$ cat config.mk
export PLATFORM = sky130hd
export DESIGN_NAME = inst_fetch_buf_flat
export DESIGN_NICKNAME = d
export VERILOG_FILES = /design/src/rtl/inst_fetch_buf_pkg.sv /design/src/rtl/inst_fetch_buf_if.sv /design/src/rtl/inst_fetch_buf_fetch_fifo.sv /design/src/rtl/inst_fetch_buf.sv /design/src/flat_wrapper.sv
export SDC_FILE = /design/constraint.sdc
export NUM_CORES = 1
export LEC_CHECK = 0
export CAP_MARGIN = 30
export CORE_AREA = 5 5 134 199
export CTS_CLUSTER_DIAMETER = 120
export DETAILED_ROUTE_END_ITERATION = 10
export DIE_AREA = 0 0 139 204
export GPL_TIMING_DRIVEN = 0
export HOLD_SLACK_MARGIN = 0.12
export PLACE_DENSITY = 0.75
export SKIP_LAST_GASP = 1
export SLEW_MARGIN = 15
export SYNTH_ARGS = -nofsm -noshare
export SYNTH_HDL_FRONTEND = slang
export SYNTH_SLANG_ARGS = --single-unit
$ cat constraint.sdc
create_clock -name clk -period 3.3 [get_ports clk]
set_input_delay 0.66 -clock clk [delete_from_list [all_inputs] [get_ports clk]]
set_output_delay 0.66 -clock clk [all_outputs]
set_load 0.03 [all_outputs]
$ cat src/rtl/inst_fetch_buf_pkg.sv
// Shared constants, types and helpers for the instruction prefetch buffer.
// Optional performance counters are enabled with the FETCH_PERF_EN macro.
package inst_fetch_buf_pkg;

  localparam int unsigned INST_ADDR_W = 32;
  localparam int unsigned INST_W      = 32;
  localparam logic [31:0] ZERO_WORD   = 32'h0000_0000;
  localparam logic [31:0] PC_STEP     = 32'h0000_0004;
  localparam logic        RST_ENABLE  = 1'b1;
  localparam logic        CHIP_ENABLE = 1'b1;
  localparam logic        CHIP_DISABLE = 1'b0;

  typedef enum logic {
    FS_IDLE = 1'b0,
    FS_RUN  = 1'b1
  } fetch_state_t;

  typedef struct packed {
    logic [INST_ADDR_W-1:0] pc;
    logic [INST_W-1:0]      inst;
  } fetch_entry_t;

  function automatic logic [31:0] align_pc(input logic [31:0] pc);
    return {pc[31:2], 2'b00};
  endfunction

endpackage

$ cat src/rtl/inst_fetch_buf_if.sv
// ROM and core-side fetch signals of the prefetch buffer, bundled with master/slave views.
// FETCH_PERF_EN adds the starvation and redirect counter outputs.
interface inst_fetch_buf_if;
  logic        rom_ce_o;
  logic [31:0] rom_addr_o;
  logic [31:0] rom_data_i;
  logic        redirect_i;
  logic [31:0] redirect_pc_i;
  logic        inst_valid_o;
  logic [31:0] inst_o;
  logic [31:0] inst_pc_o;
  logic        inst_ready_i;
`ifdef FETCH_PERF_EN
  logic [31:0] starve_cnt_o;
  logic [31:0] redirect_cnt_o;
`endif

  modport master (
    input  rom_data_i, redirect_i, redirect_pc_i, inst_ready_i,
`ifdef FETCH_PERF_EN
    output starve_cnt_o, redirect_cnt_o,
`endif
    output rom_ce_o, rom_addr_o, inst_valid_o, inst_o, inst_pc_o
  );

  modport slave (
    output rom_data_i, redirect_i, redirect_pc_i, inst_ready_i,
`ifdef FETCH_PERF_EN
    input  starve_cnt_o, redirect_cnt_o,
`endif
    input  rom_ce_o, rom_addr_o, inst_valid_o, inst_o, inst_pc_o
  );

endinterface

$ cat src/rtl/inst_fetch_buf_fetch_fifo.sv
// Small power-of-two FIFO holding {pc, inst} pairs; flush empties it in one cycle.
module fetch_fifo #(
  parameter int unsigned DEPTH = 4,
  parameter int unsigned WIDTH = 64,
  localparam int unsigned PTR_W = $clog2(DEPTH),
  localparam int unsigned CNT_W = PTR_W + 1
) (
  input  logic             clk,
  input  logic             rst,
  input  logic             push_i,
  input  logic             pop_i,
  input  logic             flush_i,
  input  logic [WIDTH-1:0] wdata_i,
  output logic [WIDTH-1:0] head_o,
  output logic [CNT_W-1:0] count_o,
  output logic             full_o
);

  localparam logic [PTR_W-1:0] PTR_ONE = {{(PTR_W-1){1'b0}}, 1'b1};
  localparam logic [CNT_W-1:0] CNT_ONE = {{(CNT_W-1){1'b0}}, 1'b1};

  logic [WIDTH-1:0] mem_q [DEPTH];
  logic [PTR_W-1:0] wr_ptr_q, rd_ptr_q;
  logic [CNT_W-1:0] count_q;
  logic             do_push_s, do_pop_s;

  assign full_o    = (count_q == CNT_W'(DEPTH));
  assign do_pop_s  = pop_i & (count_q != {CNT_W{1'b0}}) & ~flush_i;
  assign do_push_s = push_i & (~full_o | do_pop_s) & ~flush_i;
  assign head_o    = mem_q[rd_ptr_q];
  assign count_o   = count_q;

  always_ff @(posedge clk) begin
    if (rst || flush_i) begin
      wr_ptr_q <= {PTR_W{1'b0}};
      rd_ptr_q <= {PTR_W{1'b0}};
      count_q  <= {CNT_W{1'b0}};
    end else begin
      if (do_push_s) wr_ptr_q <= wr_ptr_q + PTR_ONE;
      if (do_pop_s)  rd_ptr_q <= rd_ptr_q + PTR_ONE;
      case ({do_push_s, do_pop_s})
        2'b10:   count_q <= count_q + CNT_ONE;
        2'b01:   count_q <= count_q - CNT_ONE;
        default: count_q <= count_q;
      endcase
    end
  end

  // Storage needs no reset: entries are only visible when count says so.
  always_ff @(posedge clk) begin
    if (do_push_s) mem_q[wr_ptr_q] <= wdata_i;
  end

endmodule

$ cat src/rtl/inst_fetch_buf.sv
// Instruction prefetch buffer: sequential ROM fetch into a FIFO, valid/ready delivery, redirect flush.
// Define FETCH_PERF_EN to add the starvation and redirect counters.
module inst_fetch_buf
  import inst_fetch_buf_pkg::*;
#(
  parameter int unsigned DEPTH    = 4,
  parameter logic [31:0] RESET_PC = 32'h0000_0000
) (
  input  logic              clk,
  input  logic              rst,
  inst_fetch_buf_if.master  bus
);

  localparam int unsigned CNT_W = $clog2(DEPTH) + 1;

  fetch_state_t     state_q, state_d;
  logic [31:0]      fetch_pc_q, fetch_pc_d;
  logic             run_s, valid_s, pop_s, push_s, full_s;
  logic [CNT_W-1:0] count_s;
  logic [63:0]      head_raw_s;
  fetch_entry_t     head_s;

  fetch_fifo #(.DEPTH(DEPTH), .WIDTH(64)) u_fifo (
    .clk     (clk),
    .rst     (rst),
    .push_i  (push_s),
    .pop_i   (pop_s),
    .flush_i (bus.redirect_i),
    .wdata_i ({fetch_pc_q, bus.rom_data_i}),
    .head_o  (head_raw_s),
    .count_o (count_s),
    .full_o  (full_s)
  );

  assign head_s = head_raw_s;

  always_ff @(posedge clk) begin
    if (rst == RST_ENABLE) begin
      state_q    <= FS_IDLE;
      fetch_pc_q <= RESET_PC;
    end else begin
      state_q    <= state_d;
      fetch_pc_q <= fetch_pc_d;
    end
  end

  // Redirect wins over push and pop: it masks delivery and refetch in its own cycle.
  always_comb begin
    state_d    = state_q;
    fetch_pc_d = fetch_pc_q;
    case (state_q)
      FS_IDLE: state_d = FS_RUN;
      FS_RUN:  state_d = FS_RUN;
      default: state_d = FS_IDLE;
    endcase
    run_s   = (state_q == FS_RUN);
    valid_s = (count_s != {CNT_W{1'b0}}) & ~bus.redirect_i;
    pop_s   = valid_s & bus.inst_ready_i;
    push_s  = run_s & ~bus.redirect_i & (~full_s | pop_s);
    if (bus.redirect_i) begin
      fetch_pc_d = align_pc(bus.redirect_pc_i);
    end else if (push_s) begin
      fetch_pc_d = fetch_pc_q + PC_STEP;
    end else begin
      fetch_pc_d = fetch_pc_q;
    end
  end

  assign bus.rom_ce_o     = push_s ? CHIP_ENABLE : CHIP_DISABLE;
  assign bus.rom_addr_o   = run_s ? fetch_pc_q : ZERO_WORD;
  assign bus.inst_valid_o = valid_s;
  assign bus.inst_o       = valid_s ? head_s.inst : ZERO_WORD;
  assign bus.inst_pc_o    = valid_s ? head_s.pc : ZERO_WORD;

`ifdef FETCH_PERF_EN
  logic [31:0] starve_cnt_q, redirect_cnt_q;

  always_ff @(posedge clk) begin
    if (rst == RST_ENABLE) begin
      starve_cnt_q   <= ZERO_WORD;
      redirect_cnt_q <= ZERO_WORD;
    end else begin
      if (bus.inst_ready_i && !valid_s && (starve_cnt_q != 32'hFFFF_FFFF))
        starve_cnt_q <= starve_cnt_q + 32'd1;
      if (bus.redirect_i && (redirect_cnt_q != 32'hFFFF_FFFF))
        redirect_cnt_q <= redirect_cnt_q + 32'd1;
    end
  end

  assign bus.starve_cnt_o   = starve_cnt_q;
  assign bus.redirect_cnt_o = redirect_cnt_q;
`endif

endmodule

$ cat src/flat_wrapper.sv
// flat-port wrapper written by rule: the top's interface ports become plain ports
module inst_fetch_buf_flat import inst_fetch_buf_pkg::*;
#(
  parameter int unsigned DEPTH    = 4,
  parameter logic [31:0] RESET_PC = 32'h0000_0000
)
  (clk, rst, bus_rom_data_i, bus_redirect_i, bus_redirect_pc_i, bus_inst_ready_i, bus_rom_ce_o, bus_rom_addr_o, bus_inst_valid_o, bus_inst_o, bus_inst_pc_o);
  inst_fetch_buf_if bus_i ();
  input  logic clk;
  input  logic rst;
  input wire logic [$bits(bus_i.rom_data_i)-1:0] bus_rom_data_i;
  input wire logic [$bits(bus_i.redirect_i)-1:0] bus_redirect_i;
  input wire logic [$bits(bus_i.redirect_pc_i)-1:0] bus_redirect_pc_i;
  input wire logic [$bits(bus_i.inst_ready_i)-1:0] bus_inst_ready_i;
  output wire logic [$bits(bus_i.rom_ce_o)-1:0] bus_rom_ce_o;
  output wire logic [$bits(bus_i.rom_addr_o)-1:0] bus_rom_addr_o;
  output wire logic [$bits(bus_i.inst_valid_o)-1:0] bus_inst_valid_o;
  output wire logic [$bits(bus_i.inst_o)-1:0] bus_inst_o;
  output wire logic [$bits(bus_i.inst_pc_o)-1:0] bus_inst_pc_o;
  assign bus_i.rom_data_i = bus_rom_data_i;
  assign bus_i.redirect_i = bus_redirect_i;
  assign bus_i.redirect_pc_i = bus_redirect_pc_i;
  assign bus_i.inst_ready_i = bus_inst_ready_i;
  assign bus_rom_ce_o = bus_i.rom_ce_o;
  assign bus_rom_addr_o = bus_i.rom_addr_o;
  assign bus_inst_valid_o = bus_i.inst_valid_o;
  assign bus_inst_o = bus_i.inst_o;
  assign bus_inst_pc_o = bus_i.inst_pc_o;
  inst_fetch_buf #(.DEPTH(DEPTH), .RESET_PC(RESET_PC)) u_core (.clk(clk), .rst(rst), .bus(bus_i));
endmodule
### After elaboration in Yosys (flattened, before gate mapping)

Memory sizes are Yosys's and may differ from the RTL's. A register that Yosys moved wholly into a read port is not among the register bits.
Index checks and enable logic that the tools add are counted.

| word-level totals | value |
|---|---|
| logic and storage cells | 44 |
| memories kept | 1 |
| input bits | 68 |
| flip-flop bits (word level) | 40 |
| RAM bits | 256 |
| output and inout bits | 98 |

Memories:

| name | depth | bits a word | read ports | clocked after Yosys merged registers in | write ports | line | RTL |
|---|---|---|---|---|---|---|---|
| u_core.u_fifo.mem_q | 4 | 64 | 1 | 1 | 1 | inst_fetch_buf_fetch_fifo.sv:22 | `logic [WIDTH-1:0] mem_q [DEPTH];` |

| cells by class | value |
|---|---|
| add/subtract/negate cells | 5 |
| reduce and logical (&&, ||, !) cells | 5 |
| mux-type cells | 12 |
| bitwise logic cells | 12 |
| eq/ne operators | 3 |

Operators by type and width:

| kind | count |
|---|---|
| $mux W32 | 5 |
| $add A32 B3 Y32 const B | 1 |
| $and A1 B1 Y1 | 8 |
| $pmux W3 S2 | 1 |
| $add A2 B1 Y2 const B | 2 |
| $mux W1 | 4 |
| $mux W2 | 2 |
| $reduce_bool A2 Y1 | 2 |
| $add A3 B1 Y3 const B | 1 |
| $eq A3 B3 Y1 const B | 1 |
| $reduce_bool A3 Y1 | 1 |
| $sub A3 B1 Y3 const B | 1 |
| $eq A2 B1 Y1 const B | 1 |
| $eq A2 B2 Y1 const B | 1 |
| $not A1 Y1 | 2 |
| $or A1 B1 Y1 | 2 |
| $reduce_or A2 Y1 | 1 |
| $logic_or A1 B1 Y1 | 1 |

### Depth between registers and ports, before layout

Gate-level depths: netlist of the first run.

| logic depth | value |
|---|---|
| depth after elaboration | 10 |
| gate-level depth with buffers | 10 |
| gate-level depth less buffers | 9 |

### By module

A second synthesis of the first run with hierarchy kept.

| second synthesis, totals | value |
|---|---|
| cell total of the unflattened synthesis | 781 |
| area total of the unflattened synthesis | 12,555.8 um^2 |

By module, submodules not included:

| module | cells an instance | area each (um^2) | sequential area each (um^2) | instances |
|---|---|---|---|---|
| fetch_fifo | 387 | 9,698.1 | 7,867.5 | 1 |
| inst_fetch_buf | 394 | 2,857.7 | 620.6 | 1 |

### Worst setup path after synthesis of the first run

No wires, ideal clock.

| path | value |
|---|---|
| path type | input-to-reg |
| start | input port bus_redirect_i |
| end | memory u_core.u_fifo.mem_q[1][0], enable pin |
| arrival time | 3.146 ns |
| stages | 7 |
| slack | -0.272 ns |
| setup time | 0.426 ns |
| data required time | 2.874 ns |
| path buffers | 3 |
| path through | buf_6 > nand2b_4 > or2_1 > buf_6 > inv_4 > buf_2 > and2_1 |

| on the way | value |
|---|---|
| cells in the longest elaborated chain, start to end | 10 |
| elaborated cells on any way between the ends | 13 |
| classes of those cells | 2 x mux; 11 x bitwise |

Ends and longest elaborated chain:

| item | line | RTL |
|---|---|---|
| start: declaration | flat_wrapper.sv:12 | `input wire logic [$bits(bus_i.redirect_i)-1:0] bus_redirect_i;` |
| $not A1 Y1 (*) | -- |  |
| $and A1 B1 Y1 | inst_fetch_buf.sv:57 | `valid_s = (count_s != {CNT_W{1'b0}}) & ~bus.redirect_i;` |
| $and A1 B1 Y1 | inst_fetch_buf.sv:58 | `pop_s = valid_s & bus.inst_ready_i;` |
| $and A1 B1 Y1 (2 in series) | inst_fetch_buf_fetch_fifo.sv:28 | `assign do_pop_s = pop_i & (count_q != {CNT_W{1'b0}}) & ~flush_i;` |
| $or A1 B1 Y1 | inst_fetch_buf_fetch_fifo.sv:29 | `assign do_push_s = push_i & (~full_o \| do_pop_s) & ~flush_i;` |
| $and A1 B1 Y1 | inst_fetch_buf_fetch_fifo.sv:29 |  |
| $and A1 B1 Y1 (*) | inst_fetch_buf_fetch_fifo.sv:29 |  |
| $mux W1 (*) | inst_fetch_buf_fetch_fifo.sv:51 | `if (do_push_s) mem_q[wr_ptr_q] <= wdata_i;` |
| $mux W1 (implied by the code) (*) | inst_fetch_buf_fetch_fifo.sv:51 |  |
| end: declaration | inst_fetch_buf_fetch_fifo.sv:22 |  |

Mark *: on every way between the ends. The rest lies on a longest branch, timed or not.

### Worst setup path in the final report of the first run

| path | value |
|---|---|
| start | input port bus_inst_ready_i |
| end | output port bus_rom_ce_o |

| on the way | value |
|---|---|
| cells in the longest elaborated chain, start to end | 4 |

Ends and longest elaborated chain:

| item | line | RTL |
|---|---|---|
| start: declaration | flat_wrapper.sv:14 | `input wire logic [$bits(bus_i.inst_ready_i)-1:0] bus_inst_ready_i;` |
| $and A1 B1 Y1 | inst_fetch_buf.sv:58 |  |
| $or A1 B1 Y1 | inst_fetch_buf.sv:59 | `push_s = run_s & ~bus.redirect_i & (~full_s \| pop_s);` |
| $and A1 B1 Y1 | inst_fetch_buf.sv:59 |  |
| $mux W1 | inst_fetch_buf.sv:69 | `assign bus.rom_ce_o = push_s ? CHIP_ENABLE : CHIP_DISABLE;` |
| end: declaration | flat_wrapper.sv:15 | `output wire logic [$bits(bus_i.rom_ce_o)-1:0] bus_rom_ce_o;` |

Every way passes these cells.

==> metrics.yaml, run 1 <==
fmaxAchievable_mhz: 309
first_pass_iters: 6
synth_area_um2: 11900
fin_cells: 1243
port-buffer-count: 157
power_per_cell_area_nw_per_um2: 506
synthTopCellsByArea: "edfxtp_1 (63%), mux4_2 (12%), dfxtp_1 (6.7%), and2_1 (5.2%), nand2_1 (0.82%)"
drc: 0
synth_edf_count: 248
ioPinCount: 166
fp.dieW_um: 139
muxShareOfSynthArea_pct: 12.0
ir_drop_mv: 0.370
drive_gt1_share_pct: 17.3
cp.arrival_ns: 2.58
synth_cells: 706
wl_um: 26100
rsz0062_at_grt: "no"
critPathCaptureType: "primary output"
slowest_delay_ns: 0.51
drtAntennaViolNets: 0
leakage_nw: 5.20
ys_seq_area_share_pct: 69.5
wl_met3_um: 1130
antenna_found_initial: 0
final_core_utilization_pct: 59.7
dpl.hpwl_um: 17600
root_buffer: "clkbuf_16"
netlist.area_leader.share_pct: 62.7
worstPathMaxFanout: 10
start_util_pct: 47.7
grt_max_degree: 48
final.setup_skew_ns: 0.0243
wl_met1_um: 10200
finalHoldViolCount: 0
p_sw_w: 0.00157
drv_slew: 0
cp.required_ns: 2.64
num_rows: 71
crit_slowest_cell: "clkdlybuf4s50_1"
synth_seq_cells: 288
vias: 6803
status: "finished clean"
final_nets: 971
fin_crit_ns: 3.24
synth_compound_area_share_pct: 3.76
sequentialPowerShare_pct: 54.6
yosys_warnings: 0
place_inst: 1198
synth_xor_area_share_pct: 0.959
min_path_type: "flip-flop to flip-flop"
sw_frac_of_total_pct: 20.9
dr_wl_met2_um: 14300
max_slew_margin_pct: 53.7
async_flop_share_pct: 0
ys_types: 58
grt_use_total_pct: 18.4
syn_area_per_cell_um2: 16.8
final_area_um2: 14800
setup_violations: 0
final_common_cell: "edfxtp_1"
num_antenna_cells: 0
synth_flop_cell: "edfxtp_1"
core_region_area_um2: 24900
maxCapViolations: 0
cts.reportedPaths.clkPinSlew_ns: 0.06
dpl-instance-area_um2: 14000
yosysTopAreaCell: "edfxtp_1"
pwr-share-comb_pct: 6.0
grt_overflow_total: 0
synth_top_family_by_area: "multiplexers"
cts_sinks: 288
cts_max_path_buffers: 3
routedWlPerCell_um: 21.0
top_layer: "met4"
synth_simple_gate_area_share_pct: 10.7
viasPerCell: 5.47
place.gp.congestion: 0.909
start_kind: "input port"
drtIter0Drc: 503
fin_crit_sh_pct: 98.1
htree_levels: 1
tritoncts.num_buffers: 26
synth_adder_area_share_pct: 0.801
clkPwrFrac_pct: 39.4
grt_pass1_vias: 7081
cts_tree: "built"
mostFrequentLayoutCells: "edfxtp_1 (248), clkdlybuf4s50_1 (105), and2_1 (94), mux4_2 (62), dlygate4sd2_1 (40)"
nFillCells: 1908
fp.dieH_um: 204
worstSetupPathType: "input port to primary output"
crit_chain: "clkdlybuf4s50_1, nor4b_4, or2_1, buf_6, inv_4, buf_2, dlygate4sd2_1"
syn_to_final_growth_pct: 25.0
clkLatencyLatePin_ns: 0.53
p_int_w: 0.00595
die_area_um2: 28400
grt_first_pass_wirelength_um: 40600
worst_pin_slew_ns: 0.688
repair_timing:
item	CTS	global route
setup buffers	0	0
resized for setup	61	15
setup endpoints to repair	63	17
hold buffers	0	0
power groups by stage:
stage,registers (W),clock network (W),logic [W]
6_report,0.00410,0.00296,0.000453
5_1_grt,0.00411,0.00317,0.000485
4_1_cts,0.00410,0.00302,0.000458
3_5_place_dp,0.00418,0,0.000462
3_3_place_gp,0.00418,0,0.000450
2_1_floorplan,0.00415,0,0.000243
routing by layer:
layer	up-vias	GRT usage [%]
met1	3442	23.0
met5	-	0
met4	0	4.69
met3	31	2.20
li1	3109	-
met2	221	34.0
logic make-up (layout without fill, tap and decap cells):
group,count (synthesis),count (layout)
DFF,288,288
adders and majority gates,7,7
buffers and inverters,56,262
xor gates and xnor gates,13,13
AOI/OAI and AO/OA,64,64
other,1,4
and+or+nand+nor,212,212
muxes,65,65
critical path: cells and delay by family:
kind	cells	cell delay, ns
buffers and inverters	5	1.30
and+or+nand+nor	2	0.61
path summary, 6_finish.rpt:
kind	startpoint	to	slack [ns]	depth (start not counted)
min	u_core.u_fifo.wr_ptr_q[1]	u_core.u_fifo.wr_ptr_q[1]	0.51	2
max	bus_inst_ready_i	bus_rom_ce_o	0.06	7
max reg2reg	u_core.u_fifo.count_o[0]	u_core.u_fifo.count_o[2]	0.78	10
min reg2reg	u_core.u_fifo.wr_ptr_q[1]	u_core.u_fifo.wr_ptr_q[1]	0.51	2
cell type report:
cell class | count | area [um^2] | area share, %
buffer | 40 | 234 | 1.58
clock inverter | 13 | 124 | 0.835
tap | 328 | 410 | 2.77
sequential | 288 | 8250 | 55.6
timing repair buffer | 161 | 1660 | 11.2
clock buffer | 34 | 722 | 4.86
multi-input combinational | 365 | 3380 | 22.8
inverter | 14 | 55.1 | 0.371
flip-flops by register name (all words and copies together), names as in the netlist, named ones only:
register                count
u_core.u_fifo.count_o       3
u_core.u_fifo.wr_ptr_q      2
u_core.u_fifo.mem_q       248
u_core.u_fifo.rd_ptr_q      2
u_core.run_s                1
u_core.fetch_pc_q          30
metrics by stage:
stage | setup TNS [ns] | hold slack (ns) | worst slack [ns] | power [W]
global route | 0 | 0.546 | 0.000554 | 0.00776
detailed placement | -12.14 | 0.503 | -0.342 | 0.00464
finish | 0 | 0.510 | 0.0624 | 0.00751
CTS | -0.0258 | 0.512 | -0.0258 | 0.00758
global placement | -177.82 | 0.489 | -0.699 | 0.00463
floorplan | 0 | 0.469 | 0.396 | 0.00440
cells in the mapped netlist, types with 7 or more instances:
cell type	instances
inv_1	12
buf_4	7
buf_2	8
a21oi_1	14
clkbuf_1	20
xor2_1	8
and2_1	98
a31oi_1	9
nor2_1	23
nand4_1	12
edfxtp_1	248
mux4_2	62
o21ai_0	7
nand2_1	26
dfxtp_1	40
nand3_1	17
(Power assumes the default switching activity.)
==> run 2: changes to the inputs <==
Settings changed: CORE_AREA 5 5 134 199 to 5 5 151 225, DIE_AREA 0 0 139 204 to 0 0 156 230, PLACE_DENSITY 0.75 to default, SLEW_MARGIN 15 to 20.
==> metrics.yaml, run 2 (synthesis results as in run 1) <==
fp.dieW_um: 156  # +12%
port-buffer-count: 157  # unchanged
num_antenna_cells: 0  # unchanged
cts_sinks: 288  # unchanged
drtIter0Drc: 439  # -13%
start_util_pct: 37.4  # -10 points
largest_reg_flops: 248  # unchanged
final_area_um2: 15100  # +1.6%
cts.reportedPaths.clkPinSlew_ns: 0.07  # about the same
tritoncts.num_buffers: 28  # +7.7%
fin_crit_ns: 3.21  # -0.0272 ns
ir_drop_mv: 0.316  # -14%
worstPathMaxFanout: 10  # unchanged
critPathTopFamily: "buffers and inverters"
maxCapViolations: 0  # unchanged
crit_slowest_cell: "clkdlybuf4s50_1"
mostFrequentLayoutCells: "edfxtp_1 (248), clkdlybuf4s50_1 (106), and2_1 (94), mux4_2 (62), dfxtp_1 (38)"
die_area_um2: 35900  # +27%
wl_um: 29200  # +12%
grt_max_degree: 42  # -13%
drv_slew: 0  # unchanged
power_w: 0.00762  # +1.4%
cts_tree: "built"
vias: 6808  # +0.073%
worst_pin_slew_ns: 0.775  # +0.0864 ns
place_inst: 1280  # +6.8%
ioPinCount: 166  # unchanged
worstSetupPathType: "flip-flop to primary output"
routedWlPerCell_um: 21.9  # +4.3%
drive_gt1_share_pct: 18.0  # +0.78 points
setup_violations: 0  # unchanged
crit_chain: "buf_6, mux4_2, and2_1, clkdlybuf4s50_1"
grt_use_total_pct: 16.3  # -2.1 points
drtAntennaViolNets: 0  # unchanged
use_met3_pct: 2.05  # -0.15 points
holdBufCountCts: 0  # unchanged
viasPerCell: 5.12  # -6.5%
fin_cells: 1330  # +7.0%
root_buffer: "clkbuf_16"
finalHoldViolCount: 0  # unchanged
final_nets: 974  # +0.31%
clkLatencyLatePin_ns: 0.54  # about the same
pre_cts_slack_ns: -0.507  # -0.165 ns
leakage_nw: 5.47  # +5.2%
drc: 0  # unchanged
grt_overflow_total: 0  # unchanged
grt_first_pass_wirelength_um: 44500  # +9.4%
cp.buffers_inverters: 2  # -3
num_rows: 80  # +13%
syn_to_final_growth_pct: 27.0
fin_crit_sh_pct: 97.3  # -0.82 points
rsz0062_at_grt: "yes"
max_slew_margin_pct: 47.9  # -5.8 points
grtUsageMet2_pct: 29.3  # -4.6 points
core_region_area_um2: 31700  # +28%
cts_max_path_buffers: 3  # unchanged
dpl-instance-area_um2: 14100  # +0.63%
cp.required_ns: 2.64  # about the same
place.gp.congestion: 0.820  # -9.8%
worst_slack_ns: 0.0896  # +0.0272 ns
antenna_found_initial: 0  # unchanged
use_met1_pct: 19.9  # -3.1 points
status: "finished clean"
busiest_layer: "met2"
start_kind: "flip-flop"
final.setup_skew_ns: 0.0125  # -0.0119 ns
min_path_type: "flip-flop to flip-flop"
cp.arrival_ns: 2.55  # -0.03 ns
grt_pass1_vias: 7321  # +3.4%
final_common_cell: "edfxtp_1"
dpl.hpwl_um: 19200  # +9.0%
first_pass_iters: 5  # -1
top_register: "u_core.u_fifo.mem_q"
slowest_delay_ns: 0.59  # +0.08 ns
fmaxAchievable_mhz: 311  # +0.85%
htree_levels: 1  # unchanged
critPathCaptureType: "primary output"
fp.dieH_um: 230  # +13%
power_per_cell_area_nw_per_um2: 505  # -0.20%
[run 2: cell count changes in the layout (fill, tap and decap cells not counted), moves of 6 or more]
cell / delta
buf_6: +6
dlygate4sd2_1: -22
buf_4: -6
dlymetal6s2s_1: +20
clkinvlp_4: +6
[run 2: path summary, 6_finish.rpt]
kind / endpoint / startpoint / slack, ns / cells past startpoint
worst min register to register: u_core.u_fifo.wr_ptr_q[1] / u_core.u_fifo.wr_ptr_q[1] / 0.51 / 2
worst max-delay path: bus_inst_pc_o[2] / flip-flop / 0.09 / 4
worst min-delay path: u_core.u_fifo.wr_ptr_q[1] / u_core.u_fifo.wr_ptr_q[1] / 0.51 / 2
worst max register to register: u_core.u_fifo.mem_q[1][21] / u_core.run_s / 0.64 / 7
[run 2: per-stage QoR]
step	utilization (%)	hold slack [ns]	setup TNS, ns
after floorplan	-	0.469	0
after global placement	44.0	0.493	-233.51
after detailed placement	44.4	0.500	-28.71
after CTS	47.2	0.509	-1.64
after global routing	47.5	0.529	-0.0673
final	47.5	0.507	0
[run 2: per-layer routing]
metal	vias to the layer above	wire [um]	share of wire, %
met1	3467	11400	39
li1	3118	-	-
met4	0	805	2.8
met5	-	0	0
met2	185	15600	54
met3	38	1380	4.7
[run 2: layout make-up]
cell class                 count  area, um^2
inverter                      14        55.1
multi-input combinational    365        3380
clock inverter                17         133
timing repair buffer         162        1730
tap                          410         513
fill                        2750       16700
clock buffer                  34         744
sequential                   288        8250
buffer                        40         267
[run 2: worst register-to-register path: stages (launching register included)]
cell and delay [ns]:
dfxtp_1 0.51, nand2b_4 0.12, or2_1 0.23, buf_6 0.14
inv_4 0.13, buf_2 0.26, and2_4 0.67, buf_12 0.28
[run 2: repair_timing]
item,4_1_cts,5_1_grt
endpoints found under the setup margin,63,42
gates resized for setup,44,43
setup buffers,0,1
pin swaps,0,1
[run 2: where the power goes]
group          switching [W]  total [W]  internal, W
clock network        0.00136    0.00305      0.00169
logic               0.000246   0.000462     0.000216
registers          0.0000722    0.00410      0.00403
==> run 3: changes to the inputs <==
Settings changed: CORE_AREA 5 5 151 225 to 5 5 139 207, DIE_AREA 0 0 156 230 to 0 0 144 212, PLACE_DENSITY from default to 0.7.
==> metrics.yaml, run 3 (synthesis results as in run 1) <==
status: "finished clean"
reg2reg_from: "u_core.run_s"
pre_cts_slack_ns: -0.334  # +0.173 ns
wl_um: 27100  # -7.0%
root_buffer: "clkbuf_16"
crit_chain: "clkdlybuf4s50_1, nor4b_4, or2_1, buf_6, inv_4, buf_2, dlygate4sd2_1"
cts_tree: "built"
fp.dieW_um: 144  # -7.7%
die_area_um2: 30500  # -15%
core_region_area_um2: 26900  # -15%
worstPathMaxFanout: 10  # unchanged
grt_pass1_vias: 7195  # -1.7%
worstSetupPathType: "input port to primary output"
drtIter0Drc: 393  # -10%
r2r_setup_slack_ns: 0.80  # +0.16 ns
num_rows: 74  # -7.5%
largest_reg_flops: 248  # unchanged
cp.arrival_ns: 2.57  # +0.02 ns
drtAntennaViolNets: 0  # unchanged
final_common_cell: "edfxtp_1"
worst_pin_slew_ns: 0.778  # +0.00315 ns
leakage_nw: 5.52  # +0.88%
vias: 6812  # +0.059%
hold_start: "u_core.u_fifo.wr_ptr_q[1]"
drive_gt1_share_pct: 18.0  # -0.050 points
dpl-instance-area_um2: 14000  # -0.50%
worst_slack_ns: 0.0721  # -0.0175 ns
final.setup_skew_ns: 0.0113  # -0.00122 ns
grt_use_total_pct: 17.9  # +1.6 points
cp.required_ns: 2.64  # about the same
power_per_cell_area_nw_per_um2: 512  # +1.3%
p_sw_w: 0.00162  # -3.1%
min_path_type: "flip-flop to flip-flop"
first_pass_iters: 4  # -1
slowest_delay_ns: 0.61  # +0.02 ns
fin_crit_sh_pct: 97.8  # +0.53 points
start_kind: "input port"
mostFrequentLayoutCells: "edfxtp_1 (248), clkdlybuf4s50_1 (106), and2_1 (94), mux4_2 (62), dfxtp_1 (38)"
worstHoldEndpoint: "u_core.u_fifo.wr_ptr_q[1]"
holdWs_ns: 0.501  # -0.00570 ns
whs_path_depth: 2  # unchanged
fin_crit_ns: 3.23  # +0.0175 ns
final_nets: 972  # -0.21%
dpl.hpwl_um: 18100  # -5.6%
sw_frac_of_total_pct: 21.1  # -0.87 points
ir_drop_mv: 0.357  # +13%
fp.dieH_um: 212  # -7.8%
final_area_um2: 15000  # -0.46%
clkPwrFrac_pct: 40.7  # +0.6 points
r2r_cells: 7  # unchanged
cts_max_path_buffers: 3  # unchanged
antenna_found_initial: 0  # unchanged
routedWlPerCell_um: 21.5  # -1.7%
sequentialPowerShare_pct: 53.4  # -0.5 points
top_register: "u_core.u_fifo.mem_q"
crit_slowest_cell: "clkdlybuf4s50_1"
cts.reportedPaths.clkPinSlew_ns: 0.06  # about the same
drc: 0  # unchanged
start_util_pct: 44.1  # +6.6 points
cts_sinks: 288  # unchanged
grt_overflow_total: 0  # unchanged
critPathCaptureType: "primary output"
holdBufCountCts: 0  # unchanged
setup_violations: 0  # unchanged
p_int_w: 0.00606  # +2.0%
pwr-share-comb_pct: 5.9  # -0.2 points
clkLatencyLatePin_ns: 0.54  # about the same
ioPinCount: 166  # unchanged
num_antenna_cells: 0  # unchanged
place_inst: 1212  # -5.3%
place.gp.congestion: 0.934  # +14%
drv_slew: 0  # unchanged
finalHoldViolCount: 0  # unchanged
rsz0062_at_grt: "yes"
final_core_utilization_pct: 55.7  # +8.2 points
maxCapViolations: 0  # unchanged
max_slew_margin_pct: 47.7  # -0.21 points
tritoncts.num_buffers: 26  # -7.1%
port-buffer-count: 157  # unchanged
viasPerCell: 5.41  # +5.7%
r2r-end: "u_core.u_fifo.mem_q[1][21]"
fmaxAchievable_mhz: 310  # -0.54%
fin_cells: 1259  # -5.3%
grt_first_pass_wirelength_um: 41700  # -6.1%
grt_max_degree: 45  # +7.1%
syn_to_final_growth_pct: 26.4
htree_levels: 1  # unchanged
[run 3: routing by layer]
layer  GRT usage (%)  part of all wire [%]
met1            22.0                    39
met5               0                     0
met4            6.11                   2.7
met2            32.5                    54
met3            1.87                   4.5
[run 3: per-stage QoR]
stage / total power (W) / setup TNS [ns]
floorplan: 0.00440 / 0
global route: 0.00795 / -0.201
finish: 0.00768 / 0
detailed placement: 0.00464 / -13.11
CTS: 0.00776 / -1.99
global placement: 0.00463 / -203.58
[run 3: area by class of cell]
| type | instances | area [um^2] |
|---|---|---|
| tap | 342 | 428 |
| buffer | 40 | 239 |
| timing repair buffer | 162 | 1750 |
| sequential | 288 | 8250 |
| inverter | 14 | 55.1 |
| clock inverter | 13 | 159 |
| clock buffer | 35 | 736 |
| multi-input combinational | 365 | 3380 |
| fill | 2135 | 11900 |
[run 3: how the worst max path moves through the flow]
| stage | start | endpoint | slack [ns] | depth (start not counted) |
|---|---|---|---|---|
| after CTS | flip-flop | bus_inst_o[14] | -0.12 | 4 |
| after detailed placement | bus_redirect_i | bus_inst_pc_o[16] | -0.33 | 6 |
| after floorplan | bus_redirect_i | u_core.u_fifo.mem_q[0][0] | 0.40 | 7 |
| after global placement | bus_inst_ready_i | u_core.u_fifo.mem_q[0][36] | -0.79 | 7 |
| after global routing | flip-flop | bus_inst_o[30] | -0.04 | 4 |
| final | bus_inst_ready_i | bus_rom_ce_o | 0.07 | 7 |
[run 3: timing repair]
item                       4_1_cts  5_1_grt
resized for setup               38       40
setup endpoints to repair       63       44
buffers inserted                 1        0
pin swaps                        1        0
[run 3: power groups by stage]
stage	Clock [W]	Combinational [W]	Sequential, W
detailed placement	0	0.000462	0.00418
global route	0.00335	0.000487	0.00411
CTS	0.00320	0.000462	0.00410
global placement	0	0.000451	0.00418
finish	0.00312	0.000455	0.00410
floorplan	0	0.000243	0.00415
[run 3: worst max-delay path: cells and delay by family]
family,cells,cell delay (ns)
simple gates,2,0.34
buf+inv,5,1.56
